$ cat src/rtl/alu_rr_arbiter.sv
// Round-robin arbiter that shares one combinational ALU among NUM_REQ requesters.
// Define ALU_ARB_STATS_EN to add the stat_ops / stat_busy counters.
module alu_rr_arbiter #(
  parameter int NUM_REQ = 4,
  parameter int WIDTH   = 32,
  parameter int ID_W    = $clog2(NUM_REQ)
) (
  input  logic                     clk,
  input  logic                     rst,
  input  logic [NUM_REQ-1:0]       req_valid,
  output logic [NUM_REQ-1:0]       req_ready,
  input  logic [NUM_REQ*WIDTH-1:0] req_a,
  input  logic [NUM_REQ*WIDTH-1:0] req_b,
  input  logic [NUM_REQ*3-1:0]     req_sel,
  output logic [WIDTH-1:0]         alu_a,
  output logic [WIDTH-1:0]         alu_b,
  output logic [2:0]               alu_sel,
  input  logic [WIDTH-1:0]         alu_out,
  output logic                     resp_valid,
  input  logic                     resp_ready,
  output logic [ID_W-1:0]          resp_id,
  output logic [WIDTH-1:0]         resp_data
`ifdef ALU_ARB_STATS_EN
  ,
  output logic [31:0]              stat_ops,
  output logic [31:0]              stat_busy
`endif
);

  typedef enum logic [1:0] {IDLE, EXEC, RESP} state_e;

  state_e            state_q, state_d;
  logic [ID_W-1:0]   rr_ptr_q, rr_ptr_d;
  logic [WIDTH-1:0]  a_q, a_d;
  logic [WIDTH-1:0]  b_q, b_d;
  logic [2:0]        sel_q, sel_d;
  logic [ID_W-1:0]   id_q, id_d;
  logic [WIDTH-1:0]  resp_data_q, resp_data_d;
  logic              resp_valid_q, resp_valid_d;

  logic [WIDTH-1:0]  a_arr   [NUM_REQ];
  logic [WIDTH-1:0]  b_arr   [NUM_REQ];
  logic [2:0]        sel_arr [NUM_REQ];

  logic              grant_found;
  logic [ID_W-1:0]   grant_idx;
  logic              grant_accept;
  logic [ID_W:0]     cand_sum;

  always_comb begin
    for (int i = 0; i < NUM_REQ; i++) begin
      a_arr[i]   = req_a[i*WIDTH +: WIDTH];
      b_arr[i]   = req_b[i*WIDTH +: WIDTH];
      sel_arr[i] = req_sel[i*3 +: 3];
    end
  end

  // Scan from rr_ptr upward, wrapping modulo NUM_REQ; the first valid requester wins.
  always_comb begin
    // NOTE: every variable written here gets a default first, so no latch is inferred.
    grant_found = 1'b0;
    grant_idx   = '0;
    cand_sum    = '0;
    for (int i = 0; i < NUM_REQ; i++) begin
      cand_sum = {1'b0, rr_ptr_q} + (ID_W+1)'(i);
      if (cand_sum >= (ID_W+1)'(NUM_REQ)) cand_sum = cand_sum - (ID_W+1)'(NUM_REQ);
      if (!grant_found && req_valid[cand_sum[ID_W-1:0]]) begin
        grant_found = 1'b1;
        grant_idx   = cand_sum[ID_W-1:0];
      end
    end
  end

  // No handshake while reset is asserted, so no requester believes it was accepted.
  assign grant_accept = (state_q == IDLE) && grant_found && !rst;

  always_comb begin
    state_d      = state_q;
    rr_ptr_d     = rr_ptr_q;
    a_d          = a_q;
    b_d          = b_q;
    sel_d        = sel_q;
    id_d         = id_q;
    resp_data_d  = resp_data_q;
    resp_valid_d = resp_valid_q;
    req_ready    = '0;
    case (state_q)
      IDLE: begin
        if (grant_accept) begin
          req_ready[grant_idx] = 1'b1;
          a_d      = a_arr[grant_idx];
          b_d      = b_arr[grant_idx];
          sel_d    = sel_arr[grant_idx];
          id_d     = grant_idx;
          rr_ptr_d = (grant_idx == ID_W'(NUM_REQ - 1)) ? '0 : grant_idx + 1'b1;
          state_d  = EXEC;
        end
      end
      EXEC: begin
        resp_data_d  = alu_out;
        resp_valid_d = 1'b1;
        state_d      = RESP;
      end
      RESP: begin
        if (resp_ready) begin
          resp_valid_d = 1'b0;
          state_d      = IDLE;
        end
      end
      default: state_d = IDLE;
    endcase
  end

  always_ff @(posedge clk) begin
    if (rst) begin
      state_q      <= IDLE;
      rr_ptr_q     <= '0;
      a_q          <= '0;
      b_q          <= '0;
      sel_q        <= '0;
      id_q         <= '0;
      resp_data_q  <= '0;
      resp_valid_q <= 1'b0;
    end else begin
      // NOTE: non-blocking assignments so every flop samples pre-edge values.
      state_q      <= state_d;
      rr_ptr_q     <= rr_ptr_d;
      a_q          <= a_d;
      b_q          <= b_d;
      sel_q        <= sel_d;
      id_q         <= id_d;
      resp_data_q  <= resp_data_d;
      resp_valid_q <= resp_valid_d;
    end
  end

  // ALU inputs hold the last latched operands outside EXEC instead of returning to zero.
  assign alu_a      = a_q;
  assign alu_b      = b_q;
  assign alu_sel    = sel_q;
  assign resp_valid = resp_valid_q;
  assign resp_id    = id_q;
  assign resp_data  = resp_data_q;

`ifdef ALU_ARB_STATS_EN
  logic [31:0] stat_ops_q, stat_ops_d;
  logic [31:0] stat_busy_q, stat_busy_d;

  // An op occupies the ALU path from its accept cycle through its RESP handshake.
  always_comb begin
    stat_ops_d  = stat_ops_q + ((resp_valid_q && resp_ready) ? 32'd1 : 32'd0);
    stat_busy_d = stat_busy_q + ((state_q != IDLE || grant_accept) ? 32'd1 : 32'd0);
  end

  always_ff @(posedge clk) begin
    if (rst) begin
      stat_ops_q  <= '0;
      stat_busy_q <= '0;
    end else begin
      stat_ops_q  <= stat_ops_d;
      stat_busy_q <= stat_busy_d;
    end
  end

  assign stat_ops  = stat_ops_q;
  assign stat_busy = stat_busy_q;
`endif

endmodule

$ cat config.mk
export PLATFORM = sky130hd
export DESIGN_NAME = alu_rr_arbiter
export DESIGN_NICKNAME = d
export VERILOG_FILES = /design/src/rtl/alu_rr_arbiter.sv
export SDC_FILE = /design/constraint.sdc
export NUM_CORES = 1
export LEC_CHECK = 0
export CAP_MARGIN = 0
export CORE_AREA = 3 3 159 161
export CTS_BUF_LIST = sky130_fd_sc_hd__clkbuf_4 sky130_fd_sc_hd__clkbuf_8
export CTS_CLUSTER_SIZE = 40
export DETAILED_ROUTE_END_ITERATION = 10
export DIE_AREA = 0 0 162 164
export PLACE_DENSITY = 0.56
export SETUP_SLACK_MARGIN = 0.1
export SLEW_MARGIN = 20
export SYNTH_ARGS = -nofsm -noshare
export SYNTH_HDL_FRONTEND = slang
export SYNTH_SLANG_ARGS = --single-unit
$ cat constraint.sdc
create_clock -name clk -period 6.6 [get_ports clk]
set_clock_uncertainty 0.15 [all_clocks]
set_input_delay 1.32 -clock clk [delete_from_list [all_inputs] [get_ports clk]]
set_output_delay 1.32 -clock clk [all_outputs]
set_load 0.005 [all_outputs]
==> flow_metrics.tcl, run 1 <==
set metrics [dict create \
    status "completed" \
    max_stage_delay_ns 0.52 \
    clock-root-buffer "clkbuf_8" \
    worstPathRequired_ns 5.13 \
    std_cell_rows 57 \
    cts_resized 0 \
    routed_wl_um 23200 \
    cp.arrival_ns 3.54 \
    mappedNetlistArea_sq_um 5190 \
    worstPathMaxFanout 5 \
    cts_buffers 9 \
    synth_top_cell_by_area "dfxtp_1" \
    avgSynthCellArea_sq_um 9.22 \
    yosys-top-cells-count "nand2_1 (139), mux2i_1 (134), dfxtp_1 (106), o221ai_1 (67), a21oi_1 (37)" \
    ys_types 26 \
    initial_core_util_pct 21.5 \
    n_antenna_cell 0 \
    grt_pass1_vias 5668 \
    worstSetupPathType "in2out" \
    track_usage_pct 16.4 \
    pin_count 413 \
    die_area_sq_um 26600 \
    setup_viol 0 \
    drt_pre_antenna_iters 5 \
    maxSlewHeadroom_pct 41.7 \
    synth_most_common_cell "nand2_1" \
    postCtsHoldBufs 0 \
    viasPerCell 4.46 \
    grt_max_degree 68 \
    startpoint_type "input pin" \
    power_leakage_nw 4.01 \
    cts_setup_buffers 0 \
    critPathBufInv 3 \
    fin_crit_ns 5.01 \
    powerDensity_nw_per_um2 214 \
    drtIter0Drc 217 \
    crit_path_end_kind "primary output" \
    drive_gt1_share_pct 3.57 \
    synth_edf_count 0 \
    die_h_um 164 \
    fmax_mhz 200 \
    layout.nets 1255 \
    grt_pass1_wl_um 34200 \
    antenna_found_initial 0 \
    drv_slew 0 \
    cts.path.max_buffers 2 \
    nFillCells 2474 \
    crit_chain "clkdlybuf4s50_1 > nor2b_1 > or4b_1 > and2_4 > inv_1 > ha_1 > and2_1 > clkdlybuf4s50_1" \
    synth_top_flop_cell "dfxtp_1" \
    post-route-period-util_pct 75.9 \
    tightest_slew_ns 0.875 \
    holdCritPathClass "reg2reg" \
    clkTransAtPathRegs_ns 0.11 \
    antenna_left 0 \
    cts.sinks 106 \
    htreeDepth 3 \
    rsz0062_at_grt "false" \
    die_w_um 162 \
    yosys-top-cells-area "dfxtp_1 (41%), mux2i_1 (26%), o221ai_1 (11%)" \
    area_delta_synth_final_pct 88.5 \
    gp_congestion 0.819 \
    async_flop_share_pct 0 \
    coreArea_sq_um 24100 \
    cts_tree "done" \
    synth_seq_cells 106 \
    port_buffers 412 \
    worstSkewPairLatency_ns 0.39 \
    cp_common_cell "clkdlybuf4s50_1" \
    setup-tns-final_ns 0 \
    synth-seq-area-share_pct 40.9 \
    syn_nets 871 \
    synth_top_area_share_pct 40.9 \
    remaining_drc_errors 0 \
    via_count 5694 \
    grt-ovfl-total 0 \
    postSynthCellCount 563 \
    ys_warn_count 0 \
    hpwl_um 17700 \
    hold_violations 0 \
    ir_drop_mv 0.0977 \
    placedInstanceArea_sq_um 9570 \
    cap_violations 0 \
    postLayoutCellArea_sq_um 9780 \
    avgRoutedWirePerCell_um 18.2 \
    slowest_stage "or4b_1" \
    crit_family "buffers and inverters" \
]
final cells by class:
type,count,area (sq um),area share [%]
timing repair buffer,423,4210,43.0
clock buffer,9,124,1.27
inverter,1,3.75,0.0384
multi-input combinational,406,2830,29.0
tap,324,405,4.14
sequential,106,2120,21.7
clock inverter,7,88.8,0.908
sequential cells by signal, summed over array words and instances (netlist names):
signal,count
alu_sel,3
resp_valid,1
resp_id,2
resp_data,32
alu_b,32
rr_ptr_q,2
alu_a,32
state_q,2
worst paths after layout:
path | cells past startpoint | slack (ns) | endpoint | start
setup / recovery | 8 | 1.59 | req_ready[3] | req_valid[2]
hold / removal | 2 | 0.31 | resp_data[12] | resp_data[12]
setup reg to reg | 7 | 3.57 | alu_a[4] | rr_ptr_q[0]
hold reg to reg | 2 | 0.31 | resp_data[12] | resp_data[12]
worst reg2reg max path: stages, from the launching register on:
cell and delay, ns:
dfxtp_1 0.35, nor2b_1 0.16, or4b_1 0.14, and2_4 0.15, buf_4 0.50, buf_4 0.82, mux2i_1 0.48, o221ai_1 0.15
stage by stage:
stage	utilization [%]	total power [mW]	worst slack, ns	instances	hold slack, ns
5_1_grt	40.6	2.23	1.48	1276	0.326
3_3_place_gp	39.7	1.68	1.63	1260	0.292
4_1_cts	40.6	2.14	1.58	1276	0.313
3_5_place_dp	39.7	1.68	1.57	1260	0.296
6_report	40.6	2.10	1.59	1276	0.310
2_1_floorplan	-	1.20	2.48	563	0.296
routing by layer:
layer,GRT usage [%],share of wire [%]
met1,20.7,42
met2,27.1,47
met3,4.99,8.2
met4,5.12,2.3
met5,0,0
placed cells by master, fill, tap and decap left out, types with 2 or more instances in the layout:
cell type | Yosys | routed
a21oi_1 | 37 | 37
buf_4 | 0 | 11
clkbuf_8 | 0 | 9
clkdlybuf4s50_1 | 0 | 412
clkinv_8 | 0 | 2
dfxtp_1 | 106 | 106
inv_8 | 0 | 2
mux2i_1 | 134 | 134
nand2_1 | 139 | 138
nor2_1 | 7 | 6
nor2b_1 | 5 | 4
o221ai_1 | 67 | 67
or3_1 | 2 | 2
cells by family after synthesis:
| logic type | after synthesis | share of synthesized area (%) |
|---|---|---|
| fa+ha+maj | 1 | 0.241 |
| flops | 106 | 40.9 |
| compound gates | 107 | 15.3 |
| buf+inv | 51 | 4.87 |
| simple gates | 164 | 12.9 |
| mux | 134 | 25.8 |
where the power goes:
part / internal [mW] / switching (mW) / total, mW / leakage, nW
Clock: 0.157 / 0.283 / 0.440 / 0.107
Combinational: 0.512 / 0.348 / 0.860 / 3.03
Sequential: 0.744 / 0.0529 / 0.797 / 0.873
No activity file was read; power rests on OpenSTA's default activity.
==> run 2: changes to the inputs <==
PLACE_DENSITY = 0.59   (was 0.56)
clock period = 4.3 ns   (was 6.6 ns; I/O delays follow)
==> run 2 against run 1 <==
Non-clock buffer count decreased by 1. Clock-buffer cell count unchanged. Utilization about the same. Critical path type unchanged. Sequential share of layout area about the same. Setup slack got worse by 1.4 ns. Hold slack got worse by 0.0021 ns. Global-route usage about the same.
==> flow_metrics.tcl, run 2 (synthesized netlist as in run 1, its figures left out) <==
set metrics [dict create \
    powerDensity_nw_per_um2 330 \
    hold_violations 0 \
    cp-startpoint "req_valid[1]" \
    drtIter0Drc 259 \
    std_cell_rows 57 \
    reg2reg_to "alu_a[1]" \
    internal-power_mw 2.21 \
    cp.arrival_ns 3.07 \
    p_sw_mw 1.02 \
    utilization_pct 40.6 \
    setup-tns-final_ns 0 \
    crit_chain "clkdlybuf4s50_1 > nor2_1 > or4b_1 > and2_4 > inv_1 > ha_1 > and2_1 > clkdlybuf4s50_1" \
    crit_family "buffers and inverters" \
    track_usage_pct 16.4 \
    viasPerCell 4.45 \
    post-route-period-util_pct 94.8 \
    drv_slew 0 \
    switching_share_pct 31.6 \
    avgRoutedWirePerCell_um 18.2 \
    grt_pass1_wl_um 33800 \
    area_delta_synth_final_pct 88.6 \
    pwr-share-seq_pct 38.1 \
    cts_buffers 9 \
    final_common_cell "clkdlybuf4s50_1" \
    crit_path_end_kind "primary output" \
    coreArea_sq_um 24100 \
    maxSlewHeadroom_pct 38.2 \
    setup_viol 0 \
    n_antenna_cell 0 \
    cp_common_cell "clkdlybuf4s50_1" \
    drt_pre_antenna_iters 4 \
    cts_tree "done" \
    worstPathMaxFanout 5 \
    startpoint_type "input pin" \
    hold_path_depth 2 \
    rsz0062_at_grt "false" \
    worstSetupPathType "in2out" \
    nFillCells 2430 \
    routed_wl_um 23200 \
    postCtsHoldBufs 0 \
    gp_congestion 0.821 \
    layout.nets 1254 \
    clkTransAtPathRegs_ns 0.10 \
    worstPathRequired_ns 3.29 \
    hpwl_um 17500 \
    cts_resized 0 \
    drive_gt1_share_pct 3.47 \
    clock-root-buffer "clkbuf_8" \
    max_stage_delay_ns 0.53 \
    worstSkewPairLatency_ns 0.38 \
    fmax_mhz 245 \
    r2r-start "rr_ptr_q[0]" \
    hold_start "resp_data[14]" \
    via_count 5673 \
    initial_core_util_pct 21.5 \
    grt_pass1_vias 5728 \
    cts.sinks 106 \
    remaining_drc_errors 0 \
    ir_drop_mv 0.163 \
    htreeDepth 3 \
    power.share.clock_pct 21.3 \
    p_comb_share_pct 40.6 \
    fin_crit_ns 4.08 \
    cp_num_cells 8 \
    die_area_sq_um 26600 \
    critPathBufInv 3 \
    die_w_um 162 \
    ff2ff_path_depth 7 \
    port_buffers 412 \
    final_cell_mix "clkdlybuf4s50_1 (411), nand2_1 (138), mux2i_1 (134), dfxtp_1 (106), o221ai_1 (67)" \
    holdCritPathClass "reg2reg" \
    crit_end "req_ready[3]" \
    antenna_left 0 \
    antenna_found_initial 0 \
    tightest_slew_ns 0.928 \
    reg2reg_slack_ns 1.44 \
    cap_violations 0 \
    grt-ovfl-total 0 \
    cts.path.max_buffers 2 \
    grt_max_degree 68 \
    cts_setup_buffers 0 \
    status "completed" \
    slowest_stage "clkdlybuf4s50_1" \
    pin_count 413 \
    die_h_um 164 \
    power_leakage_nw 4.01 \
]
## run 2: cell count changes in the layout (fill, tap and decap cells not counted), sizes merged
cell           before  now
clkdlybuf4s50     412  411
dlymetal6s2s        0    1
clkinvlp            0    1
clkinv              3    2
bufinv              0    1
buf                11   10
inv                 5    4
## run 2: worst min path at each step
stage                          endpoint  slack [ns]
after floorplan             rr_ptr_q[0]        0.30
after global placement    resp_data[27]        0.29
after detailed placement   resp_data[3]        0.30
after CTS                 resp_data[12]        0.31
after global routing       resp_data[7]        0.33
final                     resp_data[14]        0.31
## run 2: worst min-delay path, stage by stage (launching register included)
cell and delay [ns]:
dfxtp_1 0.32, nand2_1 0.05, a21oi_1 0.05
## run 2: power groups by stage
| stage | Sequential (mW) | Combinational, mW | Clock (mW) |
|---|---|---|---|
| floorplan | 1.25 | 0.586 | 0 |
| global placement | 1.25 | 1.32 | 0 |
| detailed placement | 1.25 | 1.33 | 0 |
| CTS | 1.23 | 1.33 | 0.737 |
| global route | 1.25 | 1.41 | 0.768 |
| finish | 1.23 | 1.31 | 0.689 |
## run 2: area by class of cell
cell class              count  area, sq um  area share, %
clock buffers               9          124           1.27
clock inverters             7         85.1          0.869
inverters                   1         3.75         0.0383
multi-input cells         406         2830           29.0
flip-flops and latches    106         2120           21.7
well taps                 324          405           4.14
repair buffers            422         4210           43.1
## run 2: stage by stage
| stage | cell area (sq um) | std cells | hold WS, ns | total power, mW | setup slack (ns) |
|---|---|---|---|---|---|
| detailed placement | 9580 | 1259 | 0.296 | 2.58 | 0.178 |
| CTS | 9790 | 1275 | 0.313 | 3.30 | 0.161 |
| global route | 9790 | 1275 | 0.331 | 3.43 | 0.102 |
| floorplan | 5190 | 563 | 0.296 | 1.84 | 1.10 |
| global placement | 9580 | 1259 | 0.291 | 2.57 | 0.202 |
| finish | 9790 | 1275 | 0.308 | 3.23 | 0.222 |
## run 2: metal layers
metal	share of wire, %	GRT usage, %
met5	0	0
met4	1.5	3.84
met3	8.1	5.27
met2	49	29.0
met1	41	19.4
==> run 3: changes to the inputs <==
PLACE_DENSITY = 0.56   (was 0.59)
clock period = 5 ns   (was 4.3 ns; I/O delays follow)
==> run 3 against run 2 <==
Sequential share of layout area about the same. Power decreased by 15%. Setup slack better by 0.40 ns. Utilization shrank 0.088 points. Clock power down 20%. Via count decreased by 0.44%. Design area shrank 0.22%. Critical path depth stayed put. Critical path type unchanged.
==> flow_metrics.tcl, run 3 (synthesized netlist as in run 1, its figures left out) <==
set metrics [dict create \
    std_cell_rows 57 \
    hold_start "resp_data[12]" \
    final_cell_mix "clkdlybuf4s50_1 (412), nand2_1 (138), mux2i_1 (134), dfxtp_1 (106), o221ai_1 (67)" \
    fin_crit_ns 4.37 \
    drt_pre_antenna_iters 4 \
    hold_violations 0 \
    p_sw_uw 885 \
    cts_buffers 9 \
    reg2reg_slack_ns 2.43 \
    r2r-start "rr_ptr_q[0]" \
    final_common_cell "clkdlybuf4s50_1" \
    cts_resized 0 \
    rsz0062_at_grt "false" \
    cts_tree "done" \
    routed_wl_um 23200 \
    worstPathRequired_ns 3.85 \
    fmax_mhz 229 \
    switching_share_pct 32.2 \
    postCtsHoldBufs 0 \
    powerDensity_nw_per_um2 281 \
    ff2ff_path_depth 6 \
    pwr-share-seq_pct 38.3 \
    die_area_sq_um 26600 \
    maxSlewHeadroom_pct 27.0 \
    drv_slew 0 \
    utilization_pct 40.5 \
    pin_count 413 \
    viasPerCell 4.44 \
    layout.nets 1252 \
    reg2reg_to "alu_a[4]" \
    fin_hold_ws_ns 0.312 \
    nFillCells 2472 \
    remaining_drc_errors 0 \
    antenna_left 0 \
    htreeDepth 3 \
    tightest_slew_ns 1.10 \
    drive_gt1_share_pct 3.27 \
    grt_pass1_wl_um 33700 \
    ir_drop_mv 0.177 \
    status "completed" \
    clkTransAtPathRegs_ns 0.10 \
    dpl.cell_count 1257 \
    setup-tns-final_ns 0 \
    drtIter0Drc 236 \
    die_w_um 162 \
    via_count 5648 \
    power_leakage_nw 4.00 \
    n_antenna_cell 0 \
    grt_max_degree 135 \
    crit_path_end_kind "primary output" \
    die_h_um 164 \
    initial_core_util_pct 21.5 \
    cts.path.max_buffers 2 \
    port_buffers 412 \
    worstSetupPathType "in2out" \
    post-route-period-util_pct 87.5 \
    cts.sinks 106 \
    coreArea_sq_um 24100 \
    area_delta_synth_final_pct 88.1 \
    hpwl_um 17400 \
    antenna_found_initial 0 \
    whs_endpoint "resp_data[12]" \
    worstSkewPairLatency_ns 0.38 \
    internal-power_mw 1.86 \
    cp.arrival_ns 3.22 \
    clock-root-buffer "clkbuf_8" \
    track_usage_pct 16.4 \
    avgRoutedWirePerCell_um 18.2 \
    worstPathMaxFanout 5 \
    grt-ovfl-total 0 \
    fin_cells 1273 \
    cap_violations 0 \
    grt_pass1_vias 5639 \
    setup_viol 0 \
    startpoint_type "input pin" \
    holdCritPathClass "reg2reg" \
    cts_setup_buffers 0 \
    gp_congestion 0.791 \
    p_comb_share_pct 41.6 \
    power.share.clock_pct 20.1 \
    hold_path_depth 2 \
]
-- run 3: critical path, cell delays in order --
cell and delay [ns]:
clkdlybuf4s50_1 0.46, nor2b_1 0.17, or4_1 0.50, and2_4 0.18, inv_1 0.12, ha_1 0.17, and2_1 0.11, clkdlybuf4s50_1 0.51
-- run 3: cell type report --
cell class / count / area (sq um) / share of cell area, %
clock buffers: 9 / 124 / 1.27
clock inverters: 7 / 68.8 / 0.705
inverters: 1 / 3.75 / 0.0384
multi-input cells: 406 / 2830 / 29.0
flip-flops and latches: 106 / 2120 / 21.7
well taps: 324 / 405 / 4.15
repair buffers: 420 / 4210 / 43.1
-- run 3: how the worst max path moves through the flow --
stage	startpoint	end	slack, ns	cells after the start
after floorplan	req_valid[2]	req_ready[1]	1.52	7
after global placement	req_valid[2]	req_ready[3]	0.66	8
after detailed placement	req_valid[0]	req_ready[3]	0.61	8
after CTS	req_valid[0]	req_ready[3]	0.62	8
after global routing	req_valid[1]	req_ready[3]	0.50	8
final	req_valid[0]	req_ready[3]	0.63	8
-- run 3: stage by stage --
step / power [mW] / worst slack (ns) / cell area (sq um)
after floorplan: 1.58 / 1.52 / 5190
after global placement: 2.22 / 0.656 / 9570
after detailed placement: 2.23 / 0.611 / 9570
after CTS: 2.81 / 0.615 / 9770
after global routing: 2.91 / 0.496 / 9770
final: 2.75 / 0.626 / 9770
-- run 3: layer usage --
metal | share of wire (%) | global-route usage (%) | up-vias
met5 | 0 | 0 | -
met1 | 41 | 19.6 | 2590
met3 | 8.3 | 5.09 | 18
met4 | 1.7 | 4.65 | 0
met2 | 49 | 28.3 | 230
li1 | - | - | 2810
-- run 3: power by group through the flow --
stage / combinational [mW] / clock (mW) / sequential (mW)
3_3_place_gp: 1.16 / 0 / 1.07
3_5_place_dp: 1.15 / 0 / 1.07
2_1_floorplan: 0.504 / 0 / 1.08
4_1_cts: 1.16 / 0.594 / 1.05
6_report: 1.14 / 0.553 / 1.05
5_1_grt: 1.23 / 0.613 / 1.07
